### config.mk
export PLATFORM = sky130hd
export DESIGN_NAME = eth_tx_arbiter
export DESIGN_NICKNAME = d
export VERILOG_FILES = /design/src/rtl/eth_tx_pkg.sv /design/src/rtl/eth_tx_rr_arb.sv /design/src/rtl/eth_tx_arbiter.sv
export SDC_FILE = /design/constraint.sdc
export NUM_CORES = 1
export LEC_CHECK = 0
export ABC_AREA = 0
export ABC_CLOCK_PERIOD_IN_PS = 3700
export CORE_MARGIN = 8
export CORE_UTILIZATION = 36
export CTS_BUF_LIST = sky130_fd_sc_hd__clkbuf_2 sky130_fd_sc_hd__clkbuf_4 sky130_fd_sc_hd__clkbuf_8
export DETAILED_ROUTE_END_ITERATION = 6
export HOLD_SLACK_MARGIN = 0.1
export MAX_ROUTING_LAYER = met4
export PLACE_DENSITY = 0.81
export RECOVER_POWER = 50
export SLEW_MARGIN = 20
export SYNTH_ARGS = -nofsm -noshare
export SYNTH_HDL_FRONTEND = slang
export SYNTH_SLANG_ARGS = --single-unit
### constraint.sdc
create_clock -name gmii_tx_clk -period 3.7 [get_ports gmii_tx_clk]
set_input_delay 0.925 -clock gmii_tx_clk [delete_from_list [all_inputs] [get_ports gmii_tx_clk]]
set_output_delay 0.925 -clock gmii_tx_clk [all_outputs]
set_load 0.05 [all_outputs]
### src/rtl/eth_tx_pkg.sv
// eth_tx_pkg: shared types and constants for the Ethernet TX arbiter.
package eth_tx_pkg;

    // Arbiter FSM: wait for a request, start the MAC, wait for completion, gap.
    typedef enum logic [1:0] {
        ST_IDLE = 2'd0,
        ST_GO   = 2'd1,
        ST_SEND = 2'd2,
        ST_IFG  = 2'd3
    } tx_state_t;

    localparam logic [15:0] ETHERTYPE_IPV4 = 16'h0800;
    localparam logic [15:0] ETHERTYPE_ARP  = 16'h0806;

    // Idle cycles between frames, and default watchdog limit.
    localparam int IFG_DEFAULT  = 12;
    localparam int WDOG_DEFAULT = 4096;

endpackage

### src/rtl/eth_tx_rr_arb.sv
// eth_tx_rr_arb: 2-way round-robin arbiter. The pointer names the source
// that currently has priority; the source granted last loses priority.
module eth_tx_rr_arb (
    input  logic       gmii_tx_clk,
    input  logic       rst,
    input  logic [1:0] req,
    input  logic       update,
    output logic [1:0] grant
);

    logic ptr;

    // One-hot grant: the priority source wins if requesting, else the other.
    always_comb begin
        grant = 2'b00;
        if (ptr == 1'b0) begin
            if (req[0])      grant = 2'b01;
            else if (req[1]) grant = 2'b10;
        end else begin
            if (req[1])      grant = 2'b10;
            else if (req[0]) grant = 2'b01;
        end
    end

    // Hand priority to the source that was not granted; source 0 first after reset.
    always_ff @(posedge gmii_tx_clk or posedge rst) begin
        if (rst)                   ptr <= 1'b0;
        else if (update && |grant) ptr <= grant[0];
    end

endmodule

### src/rtl/eth_tx_arbiter.sv
// eth_tx_arbiter: schedules the single eth_send MAC between the ARP (0) and
// UDP/IP (1) frame builders. Optional watchdog: define ETH_TX_ARB_WDOG_EN.
//
// Handshakes: a source raises req[i] and holds it until done[i] pulses; the
// grant is taken from req in IDLE only, so a req drop after the grant is
// ignored. Byte reads are forwarded combinationally: mac_fifo_rdreq is passed
// to the granted source as src_rdreq and its byte is returned on
// mac_fifo_rddata in the same cycle; with no grant the MAC reads 0x00.
module eth_tx_arbiter
    import eth_tx_pkg::*;
#(
    parameter int IFG_CYCLES  = IFG_DEFAULT,
    parameter int WDOG_CYCLES = WDOG_DEFAULT
) (
    input  logic        gmii_tx_clk,
    input  logic        rst,
    input  logic [1:0]  req,
    input  logic [31:0] req_len,
    input  logic [95:0] req_dst_mac,
    input  logic [31:0] req_type,
    output logic [1:0]  gnt,
    output logic [1:0]  done,
    output logic        err,
    output logic        busy,
    input  logic [15:0] src_rddata,
    output logic [1:0]  src_rdreq,
    output logic        mac_tx_go,
    output logic [15:0] mac_data_length,
    output logic [47:0] mac_des_mac,
    output logic [15:0] mac_type_length,
    input  logic        mac_fifo_rdreq,
    output logic [7:0]  mac_fifo_rddata,
    input  logic        mac_send_done,
    output logic [1:0]  state_dbg
);

    localparam logic [15:0] IFG_LOAD = 16'(IFG_CYCLES - 1);

    tx_state_t   state, state_d;
    logic [1:0]  gnt_d, done_d;
    logic        err_d;
    logic [15:0] ifg_cnt, ifg_d;
    logic [1:0]  arb_grant;
    logic        arb_update;
    logic        wd_expire;

    eth_tx_rr_arb u_rr_arb (
        .gmii_tx_clk (gmii_tx_clk),
        .rst         (rst),
        .req         (req),
        .update      (arb_update),
        .grant       (arb_grant)
    );

`ifdef ETH_TX_ARB_WDOG_EN
    logic [31:0] wd_cnt;

    // Cycles elapsed since tx_go; expiry aborts a frame the MAC never finished.
    always_ff @(posedge gmii_tx_clk or posedge rst) begin
        if (rst)                    wd_cnt <= '0;
        else if (state == ST_GO)    wd_cnt <= 32'd1;
        else if (state == ST_SEND)  wd_cnt <= wd_cnt + 32'd1;
    end

    // A send_done on the expiry cycle wins: it is a normal completion.
    assign wd_expire = (state == ST_SEND) && (wd_cnt == 32'(WDOG_CYCLES - 1)) && !mac_send_done;
`else
    // No watchdog: SEND waits for send_done indefinitely (a negative limit never occurs).
    assign wd_expire = (WDOG_CYCLES < 0);
`endif

    // State and registered control outputs.
    always_ff @(posedge gmii_tx_clk or posedge rst) begin
        if (rst) begin
            state   <= ST_IDLE;
            gnt     <= 2'b00;
            done    <= 2'b00;
            err     <= 1'b0;
            ifg_cnt <= 16'd0;
        end else begin
            state   <= state_d;
            gnt     <= gnt_d;
            done    <= done_d;
            err     <= err_d;
            ifg_cnt <= ifg_d;
        end
    end

    // Next-state logic: grant in IDLE, start MAC in GO, complete in SEND, gap in IFG.
    always_comb begin
        state_d    = state;
        gnt_d      = gnt;
        done_d     = 2'b00;
        err_d      = 1'b0;
        ifg_d      = ifg_cnt;
        arb_update = 1'b0;
        case (state)
            ST_IDLE: begin
                if (|req) begin
                    arb_update = 1'b1;
                    gnt_d      = arb_grant;
                    state_d    = ST_GO;
                end
            end
            ST_GO: begin
                if (mac_data_length == 16'd0) begin
                    // Nothing to send: complete at once, no gap.
                    done_d  = gnt;
                    gnt_d   = 2'b00;
                    state_d = ST_IDLE;
                end else begin
                    state_d = ST_SEND;
                end
            end
            ST_SEND: begin
                if (mac_send_done || wd_expire) begin
                    done_d = gnt;
                    gnt_d  = 2'b00;
                    err_d  = wd_expire;
                    if (IFG_CYCLES == 0) begin
                        state_d = ST_IDLE;
                    end else begin
                        ifg_d   = IFG_LOAD;
                        state_d = ST_IFG;
                    end
                end
            end
            ST_IFG: begin
                if (ifg_cnt == 16'd0) state_d = ST_IDLE;
                else                  ifg_d   = ifg_cnt - 16'd1;
            end
            default: state_d = ST_IDLE;
        endcase
    end

    // Latch the winner's frame parameters at grant; held until the next grant.
    always_ff @(posedge gmii_tx_clk or posedge rst) begin
        if (rst) begin
            mac_data_length <= 16'd0;
            mac_des_mac     <= 48'd0;
            mac_type_length <= 16'd0;
        end else if (arb_update) begin
            mac_data_length <= arb_grant[1] ? req_len[31:16]     : req_len[15:0];
            mac_des_mac     <= arb_grant[1] ? req_dst_mac[95:48] : req_dst_mac[47:0];
            mac_type_length <= arb_grant[1] ? req_type[31:16]    : req_type[15:0];
        end
    end

    // Byte-read steering to the granted source.
    always_comb begin
        src_rdreq = {2{mac_fifo_rdreq}} & gnt;
        if (gnt[1])      mac_fifo_rddata = src_rddata[15:8];
        else if (gnt[0]) mac_fifo_rddata = src_rddata[7:0];
        else             mac_fifo_rddata = 8'h00;
    end

    assign mac_tx_go = (state == ST_GO) && (mac_data_length != 16'd0);
    assign busy      = (state != ST_IDLE);
    assign state_dbg = state;

endmodule

==> run_results.csv <==
group,metric,value,unit
route,wire_per_inst,17.6,um
cells_and_area,nNetsFinal,966,
sta,finalSetupTns,0,ns
die,start_util,0.370,
power,peakVddDrop,0.000428,V
critical_path,r2r-start,"ifg_cnt[0]",
clocking,clkTransAtPathRegs,0.10,ns
die,die_w,136,um
cells_and_area,final_core_util,0.598,
yosys,synth-seq-cells,103,
critical_path,cpLargestDelayFamily,"buffers and inverters",
critical_path,critPathCapture,"mac_fifo_rddata[2]",
yosys,yosysTopAreaCell,"dfrtp_1",
critical_path,worstSetupStartpointType,"flip-flop",
cells_and_area,fin_area,8330,um2
yosys,synth_flop_cell,"dfrtp_1",
power,p_int,3.52,mW
outcome,status,"finished with violations",
clocking,cts_max_level,3,
route,routed_via_density,5.03,
min_path,hp-class,"flip-flop to flip-flop",
clocking,clk_path_buf_depth,2,
yosys,postSynthCellCount,516,
power,powerDensity,867,nW/um2
grt,first_global_vias,5189,
sta,rsz0062_at_grt,"no",
yosys,synth-async-reset-ratio,1.00,
route,vias,4846,
power,clkPwrFrac,0.101,
sta,finalHoldViolCount,0,
critical_path,critical_path_required,2.77,ns
critical_path,rrSetupSlack,1.25,ns
placed_design,place_hpwl,13900,um
grt,antenna_found_initial,0,
sta,max_freq,296,MHz
clocking,cts_hold_buf,0,
die,core-area,13900,um2
route,dr.pass1.iters,4,
die,row_count,43,
cells_and_area,area_delta_synth_final,61.3,%
cells_and_area,drive_gt1_frac,0.0357,
cells_and_area,antenna-diode-count,0,
sta,worst_pin_slew,1.93,ns
placed_design,place_congestion,0.816,
route,ant_nets,0,
route,drt_iter0_drc,178,
power,pwr-share-seq,0.276,
power,power_switching,3.70,mW
sta,setup_viol,0,
yosys,syn_area,5160,um2
yosys,yosysWarnings,0,
yosys,netlist_top_cells_area,"dfrtp_1 50%, mux2i_1 17%, o21ai_1 8.0%",
yosys,syn_nets,703,
sta,skew,0.0114,ns
die,die_h,136,um
clocking,cts_made_buffers,9,
clocking,cts.sinks,103,
power,leakagePower,3.74,nW
critical_path,path_cells,"nor2b_1 > a22o_1 > clkdlybuf4s50_1",
die,die_area,18400,um2
critical_path,crit_path_max_incr_delay,0.81,ns
critical_path,startpoint,"gnt[1]",
yosys,synth_edf_count,0,
yosys,avgSynthCellArea,10.0,um2
clocking,cts_resized,0,
route,drt-total-wl,17000,um
placed_design,portBuffers,279,
yosys,synth_commonest_cells,"103 x dfrtp_1, 94 x nand2_1, 86 x mux2i_1",
critical_path,cp-end-kind,"primary output",
critical_path,worstSetupPathDepth,3,
yosys,synth.top_cell.area_share,0.499,
critical_path,worstSetupPathType,"flip-flop to primary output",
cells_and_area,fillers,1168,
clocking,clk_latency,0.37,ns
die,io_pins,281,
cells_and_area,fin_cells,964,
sta,fin_crit,3.38,ns
critical_path,reg2reg_depth,6,
critical_path,cp_slowest_cell,"clkdlybuf4s50_1",
critical_path,critPathMaxFanout,13,
power,combPwrFrac,0.623,
sta,fin_crit_sh,0.913,
critical_path,crit_buf_inv,1,
clocking,cts-root-buf,"clkbuf_8",
grt,gr-total-overflow,0,
grt,grt_pass1_wl,25900,um
outcome,violations,"max-capacitance violations, max-slew violations",
grt,track_usage,0.183,
yosys,yosys.cell_types.count,44,
clocking,cts_setup_buffers,0,
flow_run,maxCapViolations,1,
clocking,cts_tree,"yes",
critical_path,cp.arrival,2.45,ns
power,switching_share,0.512,
sta,relSlewSlack,-0.297,
route,route.detailed.drc,0,
sta,slew_violations,46,
placed_design,place_inst,948,
placed_design,placed_area,8160,um2
grt,grt_max_degree,71,
yosys,ys_seq_area_frac,0.499,
yosys,synth.most_common_cell,"dfrtp_1",
-- cells by family (layout without fill, tap and decap cells) --
group,after synthesis,after routing,share of synthesized area
buf+inv,43,311,0.0339
other cells,1,1,0.000726
flops,103,103,0.499
fa+ha+maj,5,5,0.0121
simple gates,145,145,0.133
compound gates,129,129,0.146
mux,90,90,0.175
-- state kept, by name (all words and copies together), names as in the netlist, named ones only --
name,flops
done,2
gnt,2
ifg_cnt,16
mac_data_length,16
mac_des_mac,48
mac_type_length,16
state_dbg,1
u_rr_arb.ptr,1
-- worst reg2reg max path: stages, from the launching register on --
cell	delay, ns
dfrtp_1	0.43
inv_1	0.09
ha_1	0.21
nor4b_1	0.47
nand4_1	0.39
a211oi_1	0.38
mux2_1	0.36
-- layer usage --
layer | global-route usage | up-vias | share of wire
li1 | - | 2368 | -
met2 | 0.320 | 197 | 0.53
met4 | 0.0568 | 0 | 0.013
met3 | 0.0660 | 17 | 0.085
met1 | 0.187 | 2264 | 0.37
met5 | - | - | 0
-- cell type report --
class                      instances  area [um2]  area share
tap                              180         225      0.0270
clock buffer                      11         139      0.0167
timing repair buffer             285        2860       0.344
multi-input combinational        370        2420       0.291
inverter                          10        38.8     0.00466
clock inverter                     5        65.1     0.00781
sequential                       103        2580       0.310
-- power by group through the flow --
| stage | registers (mW) | clock network, mW | logic, mW |
|---|---|---|---|
| CTS | 1.99 | 0.761 | 4.59 |
| floorplan | 3.49 | 0 | 1.44 |
| finish | 1.99 | 0.730 | 4.50 |
| detailed placement | 2.02 | 0 | 4.58 |
| global route | 2.06 | 0.800 | 4.79 |
| global placement | 1.97 | 0 | 4.50 |
-- through the flow --
stage               hold slack (ns)  setup WS [ns]  power, mW
global placement              0.466          0.418       6.47
floorplan                     0.482         0.0712       4.93
CTS                           0.496          0.258       7.35
global route                  0.506         0.0728       7.65
detailed placement            0.475          0.416       6.59
finish                        0.488          0.323       7.22
-- layout by cell type (no fill, tap or decap), types with 2 or more instances in the layout --
cell and instances:
buf_12 2, and3b_1 2, ha_1 5, nand3_1 3, and2_1 3, or3_1 4
nand2_1 94, nand2b_1 3, o31ai_1 3, a21oi_1 10, a41o_1 4, or4_1 3
clkbuf_4 3, nor4b_1 2, o21ai_0 38, mux2_1 3, nor3_1 3, clkinvlp_4 2
o21ai_1 48, a22oi_1 2, a211oi_1 3, clkbuf_8 9, buf_4 2, nand4_1 4
a22o_1 8, a2111o_1 3, dlygate4sd3_1 3, inv_1 9, a31oi_1 5, nor2_1 10
mux2i_1 86, dfrtp_1 103, clkdlybuf4s50_1 276, nor4_1 7
-- worst min-delay path by stage --
stage               startpoint         endpoint  slack [ns]  cells past startpoint
2_1_floorplan     u_rr_arb.ptr     u_rr_arb.ptr        0.48                      1
3_3_place_gp   mac_des_mac[21]  mac_des_mac[21]        0.47                      2
3_5_place_dp    mac_des_mac[2]   mac_des_mac[2]        0.48                      2
4_1_cts         mac_des_mac[7]   mac_des_mac[7]        0.50                      2
5_1_grt        mac_des_mac[15]  mac_des_mac[15]        0.51                      2
6_report       mac_des_mac[33]  mac_des_mac[33]        0.49                      2
Power figures use the tool's default switching activity.
